[src/rtl/irrigation_sequencer.sv]
// Multi-zone irrigation sequencer: round-robin zone arbitration, self-timed
// FILL / SPRINKLER / DRIP / CLEAN phases, Moore-decoded pump and valve drives.
module irrigation_sequencer #(
  parameter int ZONES       = 4,
  parameter int TW          = 8,
  parameter int FILL_TICKS  = 20,
  parameter int CLEAN_TICKS = 10
) (
  input  logic                       clock,
  input  logic                       reset,
  input  logic                       tick,
  input  logic [ZONES-1:0]           zone_req,
  input  logic [ZONES-1:0]           zone_drip,
  input  logic [ZONES-1:0]           zone_specific,
  input  logic [TW-1:0]              duration,
  input  logic                       abort,
  output logic [2:0]                 state,
  output logic [$clog2(ZONES)-1:0]   active_zone,
  output logic [ZONES-1:0]           zone_valve,
  output logic                       pump,
  output logic                       sprinkler_on,
  output logic                       drip_on,
  output logic                       busy,
  output logic                       done,
  output logic [ZONES-1:0]           pending
);

  localparam int ZW = $clog2(ZONES);
  localparam logic [TW-1:0] FILL_LIM  = TW'(FILL_TICKS);
  localparam logic [TW-1:0] CLEAN_LIM = TW'(CLEAN_TICKS);

  typedef enum logic [2:0] {
    S_IDLE  = 3'd0,
    S_FILL  = 3'd1,
    S_SPRK  = 3'd2,
    S_DRIP  = 3'd3,
    S_CLEAN = 3'd4
  } state_t;

  typedef enum logic [1:0] {
    M_SPRK = 2'd0,
    M_DRIP = 2'd1,
    M_SPEC = 2'd2
  } mode_t;

  state_t           state_q, state_d;
  mode_t            mode_q, mode_d;
  logic [TW-1:0]    cnt_q, cnt_d;
  logic [TW-1:0]    dur_q, dur_d;
  logic [TW-1:0]    limit_s;
  logic [ZONES-1:0] pending_q, pending_d;
  logic [ZONES-1:0] zone_oh_s, clr_mask_s;
  logic [ZW-1:0]    zone_q, zone_d;
  logic [ZW-1:0]    rr_q, rr_d;
  logic [ZW-1:0]    pick_idx_s;
  logic             pick_found_s;
  logic             done_q, done_d;
  logic             phase_end_s, job_end_s, run_s, abort_s;

  // First set request strictly after ptr, wrapping; MSB of result = found.
  function automatic logic [ZW:0] rr_pick(input logic [ZONES-1:0] req,
                                          input logic [ZW-1:0] ptr);
    logic          found;
    logic [ZW-1:0] idx;
    logic [ZW-1:0] cand;
    int            s;
    found = 1'b0;
    idx   = {ZW{1'b0}};
    for (int i = 1; i <= ZONES; i++) begin
      s     = int'(ptr) + i;
      s     = (s >= ZONES) ? (s - ZONES) : s;
      cand  = s[ZW-1:0];
      idx   = (!found && req[cand]) ? cand : idx;
      found = found | req[cand];
    end
    return {found, idx};
  endfunction

  function automatic logic [ZONES-1:0] onehot(input logic [ZW-1:0] idx);
    return {{(ZONES-1){1'b0}}, 1'b1} << idx;
  endfunction

  assign {pick_found_s, pick_idx_s} = rr_pick(pending_q, rr_q);
  assign zone_oh_s   = onehot(zone_q);
  assign run_s       = (state_q == S_FILL) || (state_q == S_SPRK) || (state_q == S_DRIP);
  assign abort_s     = abort && run_s;
  assign phase_end_s = tick && (({1'b0, cnt_q} + {{TW{1'b0}}, 1'b1}) == {1'b0, limit_s});
  assign job_end_s   = (state_q == S_CLEAN) && phase_end_s;
  assign clr_mask_s  = (job_end_s || abort_s) ? zone_oh_s : {ZONES{1'b0}};

  // Tick limit of the phase currently running.
  always_comb begin
    case (state_q)
      S_FILL:         limit_s = FILL_LIM;
      S_SPRK, S_DRIP: limit_s = dur_q;
      S_CLEAN:        limit_s = CLEAN_LIM;
      default:        limit_s = {TW{1'b0}};
    endcase
  end

  // State register.
  always_ff @(posedge clock) begin
    if (reset) begin
      state_q <= S_IDLE;
    end else begin
      state_q <= state_d;
    end
  end

  // Next-state logic; abort pre-empts phase completion but never CLEAN.
  always_comb begin
    state_d = state_q;
    case (state_q)
      S_IDLE: begin
        if (pick_found_s) state_d = S_FILL;
        else              state_d = S_IDLE;
      end
      S_FILL: begin
        if (abort)            state_d = S_CLEAN;
        else if (phase_end_s) state_d = (mode_q == M_DRIP) ? S_DRIP : S_SPRK;
        else                  state_d = S_FILL;
      end
      S_SPRK: begin
        if (abort)            state_d = S_CLEAN;
        else if (phase_end_s) state_d = (mode_q == M_SPEC) ? S_DRIP : S_CLEAN;
        else                  state_d = S_SPRK;
      end
      S_DRIP: begin
        if (abort || phase_end_s) state_d = S_CLEAN;
        else                      state_d = S_DRIP;
      end
      S_CLEAN: begin
        if (phase_end_s) state_d = S_IDLE;
        else             state_d = S_CLEAN;
      end
      default: state_d = S_IDLE;
    endcase
  end

  // Job datapath: phase counter, pending set/clear, job parameters latched at selection.
  always_comb begin
    pending_d = (pending_q & ~clr_mask_s) | zone_req;
    done_d    = job_end_s;
    if (state_d != state_q) begin
      cnt_d = {TW{1'b0}};
    end else if (tick && (state_q != S_IDLE)) begin
      cnt_d = cnt_q + TW'(1);
    end else begin
      cnt_d = cnt_q;
    end
    if ((state_q == S_IDLE) && pick_found_s) begin
      zone_d = pick_idx_s;
      rr_d   = pick_idx_s;
      dur_d  = (duration == {TW{1'b0}}) ? TW'(1) : duration;
      mode_d = zone_specific[pick_idx_s] ? M_SPEC :
               (zone_drip[pick_idx_s] ? M_DRIP : M_SPRK);
    end else begin
      zone_d = zone_q;
      rr_d   = rr_q;
      dur_d  = dur_q;
      mode_d = mode_q;
    end
  end

  // Datapath registers.
  always_ff @(posedge clock) begin
    if (reset) begin
      cnt_q     <= {TW{1'b0}};
      dur_q     <= {TW{1'b0}};
      pending_q <= {ZONES{1'b0}};
      zone_q    <= {ZW{1'b0}};
      rr_q      <= ZW'(ZONES - 1);
      mode_q    <= M_SPRK;
      done_q    <= 1'b0;
    end else begin
      cnt_q     <= cnt_d;
      dur_q     <= dur_d;
      pending_q <= pending_d;
      zone_q    <= zone_d;
      rr_q      <= rr_d;
      mode_q    <= mode_d;
      done_q    <= done_d;
    end
  end

  // Moore output decode from the state register.
  always_comb begin
    pump         = 1'b0;
    sprinkler_on = 1'b0;
    drip_on      = 1'b0;
    zone_valve   = {ZONES{1'b0}};
    case (state_q)
      S_FILL: begin
        pump = 1'b1;
      end
      S_SPRK: begin
        pump         = 1'b1;
        sprinkler_on = 1'b1;
        zone_valve   = zone_oh_s;
      end
      S_DRIP: begin
        pump       = 1'b1;
        drip_on    = 1'b1;
        zone_valve = zone_oh_s;
      end
      default: begin
        pump = 1'b0;
      end
    endcase
  end

  assign state       = state_q;
  assign busy        = (state_q != S_IDLE);
  assign done        = done_q;
  assign pending     = pending_q;
  assign active_zone = zone_q;

endmodule

[config.mk]
export PLATFORM = sky130hd
export DESIGN_NAME = irrigation_sequencer
export DESIGN_NICKNAME = d
export VERILOG_FILES = /design/src/rtl/irrigation_sequencer.sv
export SDC_FILE = /design/constraint.sdc
export NUM_CORES = 1
export LEC_CHECK = 0
export BUFFER_PORTS_ARGS = -buffer_cell sky130_fd_sc_hd__buf_4
export CORE_ASPECT_RATIO = 0.9
export CORE_MARGIN = 2
export CORE_UTILIZATION = 25
export DETAILED_ROUTE_END_ITERATION = 16
export SKIP_LAST_GASP = 1
export SLEW_MARGIN = 25
export SYNTH_ARGS = -nofsm -noshare
export SYNTH_HDL_FRONTEND = slang
export SYNTH_SLANG_ARGS = --single-unit
[constraint.sdc]
create_clock -name clock -period 6.66 [get_ports clock]
set_input_delay 0.333 -clock clock [delete_from_list [all_inputs] [get_ports clock]]
set_output_delay 0.333 -clock clock [all_outputs]
set_load 0.05 [all_outputs]
; Word-level counts from Yosys, hierarchy flattened
; Index checks and enable logic that the tools add are counted.
[op_classes]
addsub = 10
n_lt_le_gt_ge = 9
eq_ne = 8
shift = 1
n_mux = 39
bitwise = 6
n_reduce_logical = 21
[op_table]
columns = op, n
row1 = case mux 8 bit (3 select lines), 1
row2 = two-way mux 2 bit, 10
row3 = two-way mux 3 bit, 6
row4 = < comparator 2 x 3 -> 1 bit (second input constant), 5
row5 = case mux 3 bit (5 select lines), 1
row6 = binary-select mux 1 bit (select 2 bit), 6
row7 = two-way mux 1 bit, 12
row8 = adder 8 x 1 -> 9 bit (second input constant), 1
row9 = == test 9 x 8 -> 1 bit, 1
row10 = >= comparator 3 bit (second input constant), 3
row11 = adder 8 x 1 -> 8 bit (second input constant), 1
row12 = logical AND 1 bit, 8
row13 = zero test 8 bit, 1
row14 = two-way mux 4 bit, 2
row15 = two-way mux 8 bit, 1
row16 = subtractor 2 x 1 -> 2 bit (second input constant), 4
row17 = adder 2 x 2 -> 3 bit (second input constant), 2
row18 = == test 3 x 2 -> 1 bit (second input constant), 2
row19 = adder 2 x 3 -> 4 bit (second input constant), 1
row20 = AND 4 bit, 1
row21 = >= comparator 4 x 3 -> 1 bit (second input constant), 1
row22 = logical OR 1 bit, 4
row23 = inverter 4 bit, 1
row24 = bitwise OR 4 bit, 1
row25 = other kinds (13), 18
[totals]
reg_bits = 30
in_bits = 24
wordCells = 102

; Depth between registers and ports, before layout
; Gate-level depths: netlist of run 1.
[logic_depth]
ltp_word = 14
mapped_depth = 9

; Worst setup path after synthesis of run 1
; Ideal clock, no wire load.
[synth_path]
path_type = flip-flop to flip-flop
from = register state_q[2], in the netlist state[2]
to = register pending_q[0], in the netlist pending[0]
setup_ps = 133
arrival_time_ps = 2343
required_time_ps = 6527
slack_ps = 4184
path_stages_with_launch = 8
n_path_buf = 0
synth_period_minus_slack_ps = 2476
cell_sequence = dfxtp_1 -> and3b_1 -> or3_4 -> a2111oi_4 -> o21ba_4 -> a211o_1 -> o21ai_2 -> a211oi_1
[synth_via]
elab_chain_cells = 11
[synth_lines]
columns = item, line_no
row1 = from (decl), 46  ; state_t state_q, state_d;
row2 = from (signal assigned), 106  ; state_q <= state_d;
row3 = == test 3 x 2 -> 1 bit, "85, 93"
row4 = OR reduction 2 bit (no line), -
row5 = case mux 8 bit (3 select lines), 93  ; case (state_q)
row6 = == test 9 x 8 -> 1 bit, 87  ; assign phase_end_s = tick && (({1'b0, cnt_q} + {{TW{1'b0}}, 1'b1}) == {1'b0, limit_s});
row7 = logical AND 1 bit, 87
row8 = logical AND 1 bit, 88  ; assign job_end_s = (state_q == S_CLEAN) && phase_end_s;
row9 = logical OR 1 bit *, 89  ; assign clr_mask_s = (job_end_s || abort_s) ? zone_oh_s : {ZONES{1'b0}};
row10 = two-way mux 4 bit *, 89
row11 = inverter 4 bit *, 142  ; pending_d = (pending_q & ~clr_mask_s) | zone_req;
row12 = AND 4 bit *, 142
row13 = bitwise OR 4 bit *, 142
row14 = to (signal assigned), 170  ; pending_q <= {ZONES{1'b0}};
row15 = to (signal assigned), 178  ; pending_q <= pending_d;
row16 = to (decl), 51  ; logic [ZONES-1:0] pending_q, pending_d;
; Mark *: on every way between the ends. The rest lies on a longest branch, timed or not.
; A chain may end at the register's enable or synchronous reset.

; Worst setup path in the final report of run 1
[layout_path]
from = register state_q[2], in the netlist state[2]
to = register pending_q[3], in the netlist pending[3]
; Same word-level chain as after synthesis.

==> results of run 1 <==
## placed cells by master, fill, tap and decap left out, types with 2 or more instances in the layout
cell        n
clkbuf_8    6
nand3_1    10
nor3b_1     3
or3_1       3
nand2_1    30
xnor2_1     7
o21ai_0     4
a2111oi_4   2
nor3_1      7
nor4b_1     3
o41ai_1     2
a211oi_1    5
nor2_1     33
and2_1      3
a31oi_1     3
a21oi_1    19
mux2i_1     8
a211o_1     2
dfxtp_1    30
nand4_1     2
xor2_1      5
xnor3_1     2
nand2b_1    5
buf_4      41
inv_1       6
## power by group through the flow
| stage | registers, mW | logic [mW] | clock network [mW] |
|---|---|---|---|
| after floorplan | 0.239 | 0.124 | 0 |
| after global placement | 0.231 | 0.184 | 0 |
| after detailed placement | 0.231 | 0.186 | 0 |
| after CTS | 0.227 | 0.187 | 0.156 |
| after global routing | 0.230 | 0.202 | 0.165 |
| final | 0.227 | 0.186 | 0.152 |
## state kept, by name, indices dropped and copies added, names as in the netlist
signal and flops:
pending 4, mode_q 2, rr_q 2, cnt_q 8
active_zone 2, dur_q 8, done 1, state 3
## cell type report
type	instances	area (sq um)
clock inverter	1	5.00
timing repair buffer	41	308
inverter	6	22.5
multi-input combinational	185	1220
clock buffer	7	86.3
fill	803	5100
tap	96	120
sequential	30	601
## final timing paths
check	from	end	slack (ps)	depth (start not counted)
worst min-delay path	duration[0]	dur_q[0]$_SDFFE_PP0P_	300	3
worst min register to register	dur_q[4]$_SDFFE_PP0P_	dur_q[4]$_SDFFE_PP0P_	470	2
worst max-delay path	state[2]$_SDFF_PP0_	pending[3]$_SDFF_PP0_	4050	7
worst max register to register	state[2]$_SDFF_PP0_	pending[3]$_SDFF_PP0_	4050	7
## routing by layer
layer  part of all wire  vias to the layer above
met5                  0                        -
met4             0.0092                        0
met3              0.062                        4
met2               0.39                       49
met1               0.54                      785
li1                   -                      901
## cell families after synthesis
| family | after synthesis |
|---|---|
| and+or+nand+nor | 108 |
| AOI/OAI and AO/OA | 53 |
| DFF | 30 |
| buffers and inverters | 19 |
| xor gates and xnor gates | 14 |
| muxes | 9 |
| adders and majority gates | 1 |
## critical path: stages (launching register included)
cell,delay [ps]
dfxtp_1,660
and3b_1,280
or3_4,350
a2111oi_4,340
o21ba_4,220
a211o_1,310
o21ai_2,230
a211oi_1,110
==> results.toml, run 1 <==
[power_and_ir_drop]
leakagePower_nw = 0.905
comb_power_share = 0.328
p_sw_frac = 0.372
p_int_mw = 0.355
p_per_area_nw_per_um2 = 239
switchingPower_mw = 0.210
power.share.clock = 0.270
seq_power_share = 0.402
power_mw = 0.565
peakVddDrop_mv = 0.0945

[clock_network]
cts_tree = "yes"
clockBufferDepth = 2
cts_root_buf = "clkbuf_8"
clkTransAtPathRegs_ps = 70
h-tree-depth = 2
cts-buffers-inserted = 5
cts_setup_buffers = 0
cts_sinks = 30
ctsResizeCount = 0
hold_buffers = 0
clk-insertion-delay-late_ps = 280

[worst_setup_path]
cp.arrival_ps = 2780
end_kind = "register"
crit_type = "reg2reg"
cp.required_ps = 6820
cp-start-kind = "register"
critical_path_peak_fanout = 18

[flow_run]
maxCapViolCount = 0

[timing]
slew_violations = 0
hold_violations = 0
fin_hold_ws_ps = 296
max_clock_freq_mhz = 382
max-slew-margin-rel = 0.537
tns_ps = 0
fin_ws_ps = 4050
fin_crit_sh = 0.393
setup_viol = 0
rsz0062_at_grt = "no"
period_needed_ps = 2610
fin_skew_ps = 7.62
tightestPinTransition_ps = 694

[grt]
grt_max_degree = 26
use_met1 = 0.186
antenna_found_initial = 0
grt_overflow = 0
met2_usage = 0.161
grt_use_total = 0.119
grt_pass1_wl_um = 7730
use_met3 = 0.0278
grt_pass1_vias = 1563
top_usage_layer = "met1"

[layout]
final_cells = 366
area_growth_pct = 24.3
diodes = 0
post-route-cell-area_sq_um = 2360
nNetsFinal = 294
drive_above_1_share = 0.226
finalCoreUtilization = 0.317

[place]
pre_cts_ws_ps = 4070
gp_congestion = 0.792
hpwl_um = 3640
dp.cells = 358
portBuffers = 41
placedInstanceArea_sq_um = 2270

[synthesis]
yosys.area.top_type_share = 0.316
synth_mux_area_frac = 0.0480
yosys.area_share.simple = 0.279
synth_top_family_by_area = "simple AND/OR/NAND/NOR gates"
synth-compound-area-share = 0.228
yosys-top-cells-area = "dfxtp_1 32%, nor2_1 6.5%, nand2_1 5.9%, a21oi_1 5.3%, mux2i_1 4.2%"
synth_ff_type = "dfxtp_1"
yosysMostFrequentCell = "nor2_1"
syn_inst = 234
synth.largest_area_cell = "dfxtp_1"
syn_nets = 259
synth-xor-area-share = 0.0789
async_flop_share = 0
synth-edff-count = 0
syn_avg_cell_area_sq_um = 8.13
synth.distinct_cells = 54
ys_ff_latch = 30
ys_warn_count = 0
synth_seq_area_share = 0.316
synth_common_cells = "33 x nor2_1, 30 x dfxtp_1, 30 x nand2_1"
synthAdderAreaFrac = 0.00657
synthesis.area_sq_um = 1900

[run_status]
status = "finished, final reports clean"

[detailed_routing]
drt_first_pass_iters = 4
routedWlPerCell_um = 13.0
drc = 0
drtIter0Drc = 115
routed_wl_um = 4760
dr_total_vias = 1739
ant_nets = 0
viasPerCell = 4.75

[floorplanning]
ios = 42
core_area_sq_um = 7470
die-area_sq_um = 8330
die_h_um = 86.8
initial_core_util = 0.255
num_rows = 30
die_w_um = 96.0

[min_path]
hold_path_class = "in2reg"
No activity file was read; power rests on OpenSTA's default activity.
==> inputs of run 2 (changes only) <==
ABC_AREA = 1   (was unset)
clock period = 2.2 ns   (was 6.66 ns; I/O delays follow)
==> run 2 against run 1 <==
Register-to-register slack worse by 4000 ps. Clock skew is 3.6 ps lower. Sequential share of layout area is 5.5 points lower. Global-route usage is 1.0 points higher. Combinational power grew to 13 times the previous value. Worst setup slack worse by 4000 ps. Area after synthesis is 19% higher. Cell count is 49% higher. Clock power grew to 3.7 times the previous value. Critical endpoint is now cnt_q[1]$_SDFFE_PP0P_. Largest power group is now combinational cells. Highest routed layer unchanged.
==> results.toml, run 2 <==
[run_status]
status = "finished, final reports clean"

[min_path]
hold_path_class = "in2reg"

[detailed_routing]
viasPerCell = 4.58
dr_total_vias = 2503
ant_nets = 0
routedWlPerCell_um = 11.8
routed_wl_um = 6460
drtIter0Drc = 142
drt_first_pass_iters = 4
drc = 0

[floorplanning]
ios = 42
core_area_sq_um = 8690
die-area_sq_um = 9870
num_rows = 32
die_w_um = 104
die_h_um = 94.4
initial_core_util = 0.262

[layout]
area_growth_pct = 39.3
final_cells = 547
drive_above_1_share = 0.362
final_common_cell = "nand2_1"
most-common-layout-cells = "86 x nand2_1, 55 x buf_4, 53 x inv_1"
finalCoreUtilization = 0.364
post-route-cell-area_sq_um = 3160
diodes = 0
nNetsFinal = 452

[timing]
setup_viol = 0
tns_ps = 0
max_clock_freq_mhz = 463
slew_violations = 0
fin_crit_sh = 0.982
max-slew-margin-rel = 0.703
rsz0062_at_grt = "yes"
period_needed_ps = 2160
fin_skew_ps = 4.01
fin_ws_ps = 40.1
fin_hold_ws_ps = 78.2
tightestPinTransition_ps = 445
hold_violations = 0

[grt]
grt_pass1_wl_um = 10400
grt_max_degree = 15
grt_use_total = 0.129
grt_pass1_vias = 2282
grt_overflow = 0
antenna_found_initial = 0

[synthesis]
yosys.area.top_type_share = 0.264
syn_inst = 370
syn_avg_cell_area_sq_um = 6.14
yosysMostFrequentCell = "nand2_1"
yosys-top-cells-area = "dfxtp_1 26%, nand2_1 18%, inv_1 9.4%, nand3_1 7.0%, o21ai_0 5.5%"
synth-edff-count = 0
synth.distinct_cells = 34
synth_common_cells = "107 x nand2_1, 57 x inv_1, 32 x nand3_1"
ys_warn_count = 0
ys_ff_latch = 30
async_flop_share = 0
synth.largest_area_cell = "dfxtp_1"
synth_ff_type = "dfxtp_1"
syn_nets = 395
synth_seq_area_share = 0.264
synthesis.area_sq_um = 2270

[flow_run]
maxCapViolCount = 0

[worst_setup_path]
path_buf_inv = 0
crit_type = "reg2reg"
cp-start-kind = "register"
critical_path_peak_fanout = 8
path_delay_family = "simple AND/OR/NAND/NOR gates"
end_kind = "register"
worstPathCellList = "ha_4, nand3_2, nand2_2, nand2_2, nand2_2, nand2_2, nor2_4, nand2_1, nor2_2, nand2_2, a21oi_2, nand3_2, nand2_2, nand3_4, nor3_2"
slowest_delay_ps = 370
cp.arrival_ps = 2360
cp.required_ps = 2400
slowest_stage = "dfxtp_4"
cpMostUsedCell = "nand2_2"

[power_and_ir_drop]
p_per_area_nw_per_um2 = 1220
peakVddDrop_mv = 0.412
leakagePower_nw = 1.48
power_mw = 3.87

[clock_network]
h-tree-depth = 2
clk-insertion-delay-late_ps = 280
clkTransAtPathRegs_ps = 70
clockBufferDepth = 2
cts-buffers-inserted = 5
cts_root_buf = "clkbuf_8"
hold_buffers = 0
cts_sinks = 30
cts_tree = "yes"

[place]
hpwl_um = 4980
pre_cts_ws_ps = 10.2
placedInstanceArea_sq_um = 2790
gp_congestion = 0.867
portBuffers = 41
dp.cells = 534
==> run 2: cell count changes after synthesis, sizes merged, moves of 4 or more <==
cell / previous run / this run
or3: 4 / 0
nand4: 2 / 10
a211oi: 6 / 0
mux2i: 8 / 0
inv: 6 / 60
xnor2: 7 / 1
nand2b: 5 / 0
nor3b: 4 / 0
nand3: 10 / 39
nand2: 30 / 114
clkbuf: 9 / 3
o21ai: 6 / 30
==> run 2: routing by layer <==
layer  wire, um  vias to the layer above  GRT usage
met4         36                        0     0.0338
met3        312                        2     0.0304
li1           -                     1304          -
met1       3140                     1149      0.176
met2       2970                       48      0.205
met5          0                        -          0
==> run 2: timing repair <==
item,in CTS,in global routing
pin swaps,0,38
setup buffers,0,5
hold endpoints to repair,0,0
endpoints found under the setup margin,4,22
gates resized for setup,1,75
==> run 2: logic make-up after synthesis <==
| kind of cell | share of synthesized area |
|---|---|
| AND/OR/NAND/NOR | 0.472 |
| buffers and inverters | 0.123 |
| AO/OA/AOI/OAI | 0.124 |
| flip-flops | 0.264 |
| XOR/XNOR | 0.0116 |
| adder cells (fa/ha/maj) | 0.00551 |
==> run 2: layout make-up <==
class,instances,area [sq um]
inverters,60,233
well taps,119,149
clock buffers,6,72.6
repair buffers,58,447
flip-flops and latches,30,629
fillers,942,5520
clock inverters,2,37.5
multi-input cells,272,1600
==> run 2: path summary, 6_finish.rpt <==
path / cells after the start / slack [ps] / startpoint / to
max reg2reg: 15 / 40 / cnt_q[1]$_SDFFE_PP0P_ / cnt_q[1]$_SDFFE_PP0P_
max: 15 / 40 / cnt_q[1]$_SDFFE_PP0P_ / cnt_q[1]$_SDFFE_PP0P_
min: 3 / 80 / zone_req[1] / pending[1]$_SDFF_PP0_
min reg2reg: 2 / 470 / mode_q[0]$_SDFFE_PP0P_ / mode_q[0]$_SDFFE_PP0P_
==> run 2: tightest hold or removal path, cell delays in order <==
cell,delay [ps]
buf_4,110
inv_1,40
a21oi_1,50
==> run 2: power breakdown <==
group | switching, mW | internal [mW] | total, mW
combinational | 1.57 | 0.889 | 2.46
clock | 0.224 | 0.338 | 0.562
sequential | 0.146 | 0.700 | 0.846
==> inputs of run 3 (changes only) <==
CELL_PAD_IN_SITES_DETAIL_PLACEMENT = 1   (was unset)
CELL_PAD_IN_SITES_GLOBAL_PLACEMENT = 1   (was unset)
PLACE_DENSITY_LB_ADDON = 0.1   (was unset)
==> run 3 against run 2 <==
Critical path depth is 2 lower. Maximum frequency shrank 2.0%. Register-to-register slack worse by 40 ps. Wire length grew 23%. The flow now finishes with violations (setup timing). Critical path type unchanged. Sequential power increased by 2.6%. Die area unchanged. Clock skew grew 4.8 ps. Non-clock buffer count up 10. Combinational power up 5%. Hold slack got worse by 18 ps. Sequential share of layout area is 0.66 points lower. Clock-buffer cell count rose by 1.
==> results.toml, run 3 (synthesis gave the netlist of run 2 again) <==
[run_status]
status = "complete, but fails checks"
violations = "setup timing"

[layout]
most-common-layout-cells = "85 x nand2_1, 64 x buf_4, 51 x inv_1"
drive_above_1_share = 0.388
nNetsFinal = 462
final_cells = 557
post-route-cell-area_sq_um = 3260
final_common_cell = "nand2_1"
area_growth_pct = 43.4
diodes = 0

[clock_network]
clk-insertion-delay-late_ps = 290
h-tree-depth = 2
clockBufferDepth = 2
cts_sinks = 30
clkTransAtPathRegs_ps = 80
hold_buffers = 0
cts_tree = "yes"
cts-buffers-inserted = 5
cts_root_buf = "clkbuf_8"

[min_path]
hold_path_class = "in2reg"

[place]
dp.cells = 535
placedInstanceArea_sq_um = 2790
hpwl_um = 6100
portBuffers = 41
gp_congestion = 0.776

[timing]
slew_violations = 0
max_clock_freq_mhz = 454
fin_crit_sh = 1.00
period_needed_ps = 2200
fin_ws_ps = -3.76
rsz0062_at_grt = "yes"
fin_skew_ps = 8.85
max-slew-margin-rel = 0.667
tightestPinTransition_ps = 499
hold_violations = 0
setup_viol = 1

[worst_setup_path]
cp.arrival_ps = 2420
crit_type = "reg2reg"
end_kind = "register"
cp-start-kind = "register"
critical_path_peak_fanout = 8
cp.required_ps = 2410

[power_and_ir_drop]
peakVddDrop_mv = 0.365
p_per_area_nw_per_um2 = 1210
leakagePower_nw = 1.54

[detailed_routing]
drc = 0
routed_wl_um = 7970
viasPerCell = 4.59
ant_nets = 0
routedWlPerCell_um = 14.3
drtIter0Drc = 69
drt_first_pass_iters = 4
dr_total_vias = 2554

[floorplanning]
initial_core_util = 0.262
die_h_um = 94.4
core_area_sq_um = 8690
die-area_sq_um = 9870
die_w_um = 104
num_rows = 32
ios = 42

[grt]
grt_pass1_vias = 2468
grt_overflow = 0
grt_pass1_wl_um = 12400
antenna_found_initial = 0
grt_use_total = 0.158
grt_max_degree = 18

[flow_run]
maxCapViolCount = 0
[run 3: worst paths after layout]
kind	slack, ps	start	endpoint	cells after the start
setup / recovery	-4	cnt_q[1]$_SDFFE_PP0P_	cnt_q[2]$_SDFFE_PP0P_	13
hold / removal	60	zone_req[1]	pending[1]$_SDFF_PP0_	3
setup reg to reg	-4	cnt_q[1]$_SDFFE_PP0P_	cnt_q[2]$_SDFFE_PP0P_	13
hold reg to reg	480	mode_q[0]$_SDFFE_PP0P_	mode_q[0]$_SDFFE_PP0P_	2
[run 3: cell type report]
cell class	count	area [sq um]
clock buffer	7	86.3
tap	119	149
sequential	30	627
inverter	60	236
clock inverter	1	5.00
fill	1148	5430
multi-input combinational	272	1630
timing repair buffer	68	526
[run 3: timing repair]
item,in CTS,in global routing
setup endpoints to repair,10,24
pin swaps,0,34
buffers inserted,0,14
gates resized for setup,8,78
[run 3: power breakdown]
group          internal, mW  switching, mW
clock network         0.253          0.240
logic                 0.927           1.65
registers             0.699          0.168
[run 3: worst max-delay path: stages (launching register included)]
cell	delay (ps)
dfxtp_4	370
buf_6	110
nand4_1	160
nand3_1	160
nand2_1	90
nor2_2	160
nand2_2	90
nor2_4	130
nand2_2	100
a21oi_2	190
nand3_2	100
nand2_2	100
nand3_4	150
nor3_2	210
[run 3: per-stage QoR]
step	hold WS (ps)	setup TNS, ps	worst slack (ps)	power (mW)	utilization
detailed placement	365	-651	-94.1	3.05	0.321
CTS	51.8	-5.17	-5.17	3.59	0.335
floorplan	244	0	26.0	2.42	-
global route	68.1	-1310	-168	4.32	0.375
global placement	365	-299	-91.0	3.04	0.321
finish	60.0	-3.76	-3.76	3.94	0.375
[run 3: metal layers]
layer	vias to the layer above	wire length, um	GRT usage
met2	37	3470	0.234
met5	-	0	0
met3	5	240	0.0311
met4	0	65	0.0405
li1	1328	-	-
met1	1184	4190	0.232
